<file path="src/rtl/fpga_cfg_loader.sv">
// -----------------------------------------------------------------------------
// fpga_cfg_loader
//
// Purpose:
//   Byte-stream configuration controller for the FPGA fabric tile. It accepts
//   a framed bitstream (MAGIC, LEN lo, LEN hi, payload, XOR checksum) over an
//   8-bit valid/ready port. Each payload byte is serialised MSB-first into the
//   fabric configuration shift chain. If the checksum matches, the chain is
//   committed with a one-cycle latch pulse and the fabric is enabled. Otherwise
//   the fabric stays disabled and the error flag is raised.
//
// Ports:
//   clk          system clock
//   rst_n        asynchronous active-low reset
//   in_data      frame byte
//   in_valid     in_data valid
//   in_ready     loader accepts a byte this cycle (depends on state only)
//   chain_dout   serial bit into the config chain
//   chain_shift  chain shift enable (chain samples chain_dout on this edge)
//   chain_latch  one-cycle commit pulse to the chain shadow registers
//   fabric_en    fabric datapath enable
//   busy         frame in progress (LEN_LO through CHECK)
//   error        last frame failed
//   state_o      current state encoding, for debug
// -----------------------------------------------------------------------------
module fpga_cfg_loader #(
  parameter logic [7:0]  MAGIC     = 8'hA5,
  parameter logic [15:0] MAX_BYTES = 16'd512
) (
  input  logic       clk,
  input  logic       rst_n,
  input  logic [7:0] in_data,
  input  logic       in_valid,
  output logic       in_ready,
  output logic       chain_dout,
  output logic       chain_shift,
  output logic       chain_latch,
  output logic       fabric_en,
  output logic       busy,
  output logic       error,
  output logic [2:0] state_o
);

  typedef enum logic [2:0] {
    IDLE   = 3'd0,
    LEN_LO = 3'd1,
    LEN_HI = 3'd2,
    LOAD   = 3'd3,
    SHIFT  = 3'd4,
    CHECK  = 3'd5,
    DONE   = 3'd6,
    ERROR  = 3'd7
  } state_e;

  state_e      state_q;
  logic [7:0]  len_lo_q;
  logic [15:0] remain_q;
  logic [7:0]  shreg_q;
  logic [7:0]  chksum_q;
  logic [2:0]  bit_cnt_q;
  logic        latch_q;
  logic        fabric_en_q;
  logic        error_q;

  logic        accept;
  logic [15:0] len_d;

  // The only state that stalls the input is SHIFT; everything else accepts.
  assign in_ready    = (state_q != SHIFT);
  assign accept      = in_valid && in_ready;
  assign len_d       = {in_data, len_lo_q};

  assign chain_shift = (state_q == SHIFT);
  assign chain_dout  = chain_shift & shreg_q[7];
  assign chain_latch = latch_q;
  assign fabric_en   = fabric_en_q;
  assign error       = error_q;
  assign busy        = (state_q == LEN_LO) || (state_q == LEN_HI) ||
                       (state_q == LOAD)   || (state_q == SHIFT)  ||
                       (state_q == CHECK);
  assign state_o     = state_q;

  always_ff @(posedge clk or negedge rst_n) begin
    if (!rst_n) begin
      state_q     <= IDLE;
      len_lo_q    <= 8'd0;
      remain_q    <= 16'd0;
      shreg_q     <= 8'd0;
      chksum_q    <= 8'd0;
      bit_cnt_q   <= 3'd0;
      latch_q     <= 1'b0;
      fabric_en_q <= 1'b0;
      error_q     <= 1'b0;
    end else begin
      // The commit pulse is only ever one cycle wide.
      latch_q <= 1'b0;

      case (state_q)
        IDLE, DONE, ERROR: begin
          // Non-MAGIC bytes are consumed and dropped without side effects.
          if (accept && (in_data == MAGIC)) begin
            state_q     <= LEN_LO;
            chksum_q    <= 8'd0;
            fabric_en_q <= 1'b0;
            error_q     <= 1'b0;
          end
        end

        LEN_LO: begin
          if (accept) begin
            len_lo_q <= in_data;
            state_q  <= LEN_HI;
          end
        end

        LEN_HI: begin
          if (accept) begin
            remain_q <= len_d;
            if (len_d > MAX_BYTES) begin
              state_q <= ERROR;
              error_q <= 1'b1;
            end else if (len_d == 16'd0) begin
              state_q <= CHECK;
            end else begin
              state_q <= LOAD;
            end
          end
        end

        LOAD: begin
          if (accept) begin
            shreg_q   <= in_data;
            chksum_q  <= chksum_q ^ in_data;
            bit_cnt_q <= 3'd0;
            state_q   <= SHIFT;
          end
        end

        SHIFT: begin
          // Exactly 8 cycles per byte; the remaining count drops after the
          // last bit, so a value of 1 here means this was the final byte.
          shreg_q   <= {shreg_q[6:0], 1'b0};
          bit_cnt_q <= bit_cnt_q + 3'd1;
          if (bit_cnt_q == 3'd7) begin
            remain_q <= remain_q - 16'd1;
            state_q  <= (remain_q == 16'd1) ? CHECK : LOAD;
          end
        end

        CHECK: begin
          if (accept) begin
            if (in_data == chksum_q) begin
              latch_q     <= 1'b1;
              fabric_en_q <= 1'b1;
              state_q     <= DONE;
            end else begin
              error_q <= 1'b1;
              state_q <= ERROR;
            end
          end
        end

        default: state_q <= IDLE;
      endcase
    end
  end

endmodule

</file>
<file path="config.mk">
export PLATFORM = sky130hd
export DESIGN_NAME = fpga_cfg_loader
export DESIGN_NICKNAME = d
export VERILOG_FILES = /design/src/rtl/fpga_cfg_loader.sv
export SDC_FILE = /design/constraint.sdc
export NUM_CORES = 1
export LEC_CHECK = 0
export CAP_MARGIN = 20
export CORE_ASPECT_RATIO = 0.8
export CORE_MARGIN = 5
export CORE_UTILIZATION = 48
export CTS_CLUSTER_SIZE = 14
export DETAILED_ROUTE_END_ITERATION = 12
export GPL_ROUTABILITY_DRIVEN = 0
export PLACE_DENSITY = 0.68
export SETUP_SLACK_MARGIN = 0.15
export SLEW_MARGIN = 20
export SYNTH_ARGS = -nofsm -noshare
export SYNTH_HDL_FRONTEND = slang
export SYNTH_SLANG_ARGS = --single-unit
</file>
<file path="constraint.sdc">
create_clock -name clk -period 4.7 [get_ports clk]
set_input_delay 0.47 -clock clk [delete_from_list [all_inputs] [get_ports clk]]
set_output_delay 0.47 -clock clk [all_outputs]
set_load 0.01 [all_outputs]
</file>
-- Yosys cells after proc, flatten, opt, wreduce, memory -nomap -nowiden
Index checks and enable logic that the tools add are counted.
- bits of input ports: 11
- bits in registers: 49
- $add $sub $neg: 2
- reductions and logical operators: 21
- magnitude comparators: 1
- multiplexer cells: 33
- equal/unequal tests: 21
- bitwise operators: 2
- operator list (kind ; number):
    two-way mux 16 bit ; 2
    case mux 16 bit (2 select lines) ; 1
    case mux 8 bit (2 select lines) ; 2
    two-way mux 3 bit ; 10
    two-way mux 8 bit ; 3
    case mux 3 bit (6 select lines) ; 1
    == test 16 x 1 -> 1 bit, second input constant ; 1
    greater-than comparator 16 x 10 -> 1 bit, second input constant ; 1
    logical NOT 16 bit ; 1
    subtractor 16 x 1 -> 16 bit, second input constant ; 1
    == test 3 bit, second input constant ; 5
    inequality test 2 bit, second input constant ; 6
    AND reduction 6 bit ; 2
    two-way mux 1 bit ; 11
    == test 8 bit ; 1
    == test 8 bit, second input constant ; 1
    nonzero test 2 bit ; 4
    bitwise XOR 8 bit ; 1
    == test 3 x 2 -> 1 bit, second input constant ; 2
    inequality test 2 x 1 -> 1 bit, second input constant ; 3
    case mux 3 bit (2 select lines) ; 1
    AND reduction 3 bit ; 2
    logical OR 1 bit ; 4
    AND reduction 2 bit ; 2
    other kinds (11) ; 12

-- Depth between registers and ports, before layout
- word-level depth: 5
- mapped depth: 8
- depth with buffers taken out: 7

-- Worst setup path after synthesis
OpenSTA, ideal clock, no wires.
- path kind: reg-to-output
- from: register state_q[1], in the netlist state_o[1]
- to: output chain_dout
- cell stages (with the launch flop): 7
- data arrival time: 1528 ps
- setup slack: 2702 ps
- cell sequence: dfrtp_1 buf_6 inv_1 nand3_1 clkinv_1 clkbuf_1 and2_1
- cells in the longest elaborated chain, start to end: 2
- ends and longest elaborated chain (item ; line ; source):
    start, declared ; 55 ; state_e state_q;
    start signal, assigned ; 146 ; state_q <= (remain_q == 16'd1) ? CHECK : LOAD;
    == test 3 bit ; 73 ; assign chain_shift = (state_q == SHIFT);
    named net chain_shift ; 36 ; output logic chain_shift,
    AND 1 bit ; 74 ; assign chain_dout = chain_shift & shreg_q[7];
    end, declared ; 35 ; output logic chain_dout,
The timed path passes the listed nets, and every way through them passes these cells.

-- Worst setup path after layout
- from: register state_q[0], in the netlist state_o[0]
- to: output chain_dout
- cells in the longest elaborated chain, start to end: 2
- ends and longest elaborated chain (item ; line):
    == test 3 bit ; 73
    AND 1 bit ; 74
No other way between the ends.

==> qor.txt <==
full die area -> 0.00735 mm^2
Hold WS -> 173 ps
Post-synth ARST share -> 1.00
grt ovf -> 0
outcome -> finished clean
ys flop type -> dfrtp_1
post-synth cell types -> 52
TritonCTS clock tree -> done
PortBufs -> 20
reg2reg path depth -> 5
Pleak -> 1.23 nW
die width -> 94.6 um
worst-path fanout max -> 28
routed vias/inst -> 5.82
post-route setup slack -> 1470 ps
Data arrival, critical path -> 2760 ps
r2r endpoint -> remain_q[2]
dominant cell type by area after synthesis -> dfrtp_1
number of setup buffers added after CTS -> 0
hold_buf cts -> 0
diode count -> 0
DP Worst Slack -> 1830 ps
area delta synth->final -> 11.5%
first-pass GRT wire length -> 11300 um
final setup TNS -> 0 ps
Peak VDD IR -> 0.256 mV
fin crit share -> 0.687
initial detailed-routing violation count -> 135
Worst-Skew Late Latency -> 300 ps
vias in the first global route -> 2214
Worst Skew -> 2.80 ps
largest net degree at the start of global routing -> 50
Core Rows -> 24
H-Tree Level Count -> 2
Reg2Reg Setup Slack -> 2380 ps
Worst Path Required -> 4230 ps
worst flop-to-flop path startpoint -> state_o[0]
syn nets -> 327
Yosys reg bits -> 49
Synth Cell Area -> 0.00275 mm^2
CTS resizes -> 0
Longest Clk Path Bufs -> 2
worst min path class -> in2async
Least-Margin Pin Slew -> 1020 ps
Vias -> 2338
pwr/cell area -> 612 mW/mm^2
CTS clk-pin slew, worst paths -> 90 ps
CTS buffer count -> 5
Post-synth EDFFs -> 0
Setup crit start kind -> flip-flop
top cells by area, synth -> dfrtp_1, nand2_1, a21oi_1
Final Util -> 0.558
Final Hold Viols -> 0
syn_area_per_cell -> 8.81 um^2
Post-route DRC -> 0
final wirelength -> 6620 um
max-slew violation count -> 0
routed length per placed instance -> 16.5 um
initial antenna violation count -> 0
final setup violation count -> 0
DP Wirelength -> 4500 um
Ports -> 21
Max Freq -> 310 MHz
Critical Path End Type -> output pin
Core Box Area -> 0.00550 mm^2
Tmin final -> 3230 ps
YS warnings -> 0
WS Path Type -> reg2out
Root Driver -> clkbuf_8
DRT Pass-1 Iters -> 4
RSZ-0062 raised after global routing -> false
fill cell count -> 520
CTS sink cnt -> 49
GRT Util Overall -> 0.193
die height -> 77.7 um
total chip power -> 1.88 mW
max-cap violations -> 0
Initial Util -> 0.500
Synth top area share -> 0.446
Slew Limit Headroom -> 0.322
share of post-route cells with drive strength above 1 -> 0.0895
sequential share of the synthesized area -> 0.446
Mapped Cells -> 312
fin nets -> 338
Routed Antenna Nets -> 0
power by group:
part | internal [mW] | leakage, nW | switching [mW]
clock network | 0.173 | 0.0574 | 0.148
registers | 0.616 | 0.594 | 0.212
logic | 0.330 | 0.583 | 0.397
total | 1.12 | 1.23 | 0.757
cell usage after synthesis, drive strengths merged, types with 5 or more instances:
library cell and number:
nor4 6, xor2 8, nand2 35, nand3 14, clkbuf 13, mux2 8, or3 5, a21oi 24
nor3 15, a31oi 9, o21ai 38, inv 7, dfrtp 49, nor2 27
registers in the layout, indices dropped and copies added (netlist names):
name         cells
remain_q        16
chain_latch      1
len_lo_q         8
fabric_en        1
shreg_q          8
bit_cnt_q        3
error            1
chksum_q         8
state_o          3
stage by stage:
step                      instances  cell area, um^2
after CTS                       402             3060
after global routing            402             3070
final                           402             3070
after detailed placement        394             2940
after floorplan                 312             2750
after global placement          394             2940
cells in the final DEF, fill, tap and decap left out, types with 2 or more instances in the layout:
master           count
nor3_2               2
a21oi_1             24
a22oi_1              2
o31a_1               2
xor2_1               8
buf_4                2
a31oi_1              9
clkdlybuf4s50_1     19
or2_2                2
a211oi_1             2
dfrtp_1             49
o22ai_1              4
nand4_1              2
or3_1                4
inv_1                7
o21ai_1             16
nand3b_1             3
o211ai_1             2
clkbuf_8             6
nand4b_1             2
nand3_1             14
nor4_1               6
mux2_2               8
or4_1                2
nor3_1              13
o21ai_0             22
a21o_2               2
nand2_1             35
ha_1                 4
nand2b_1             3
nor2_1              27
routing by layer:
layer	GRT usage	wire, um	vias to the layer above
met4	0.0476	72	0
met2	0.272	2960	51
met3	0.0329	264	6
met5	0	0	-
met1	0.306	3330	1133
li1	-	-	1148
worst max-delay path, stage by stage, from the launching register on:
cell and delay [ps]:
dfrtp_1 600, inv_1 230, nand3_1 160, clkinv_1 580, and2_1 410, clkdlybuf4s50_1 480
kinds of logic (layout without fill, tap and decap cells):
group                    count (synthesis)  after routing  synth area share
AO/OA/AOI/OAI                           94             94             0.200
multiplexers                             8              8            0.0328
flip-flops                              49             49             0.446
buffers and inverters                   25             37            0.0500
AND/OR/NAND/NOR                        123            123             0.224
XOR/XNOR                                 9              9            0.0287
adder cells (fa/ha/maj)                  4              4            0.0182
how the worst max path moves through the flow:
| stage | start | to | slack [ps] | cells past startpoint |
|---|---|---|---|---|
| final | state_o[0] | chain_dout | 1470 | 5 |
| after floorplan | state_o[1] | chain_dout | 2700 | 6 |
| after global placement | state_o[0] | chain_dout | 1910 | 5 |
| after detailed placement | state_o[0] | chain_dout | 1830 | 5 |
| after CTS | state_o[0] | chain_dout | 1480 | 5 |
| after global routing | state_o[0] | chain_dout | 1270 | 5 |
cell type report:
class	count	area (um^2)	share of cell area
Timing Repair Buffer	21	205	0.0669
Tap cell	78	97.6	0.0318
Clock buffer	6	82.6	0.0269
Multi-Input combinational cell	238	1390	0.452
Sequential cell	49	1230	0.400
Inverter	8	30.0	0.00980
Clock inverter	2	37.5	0.0122
Power figures use the tool's default switching activity.
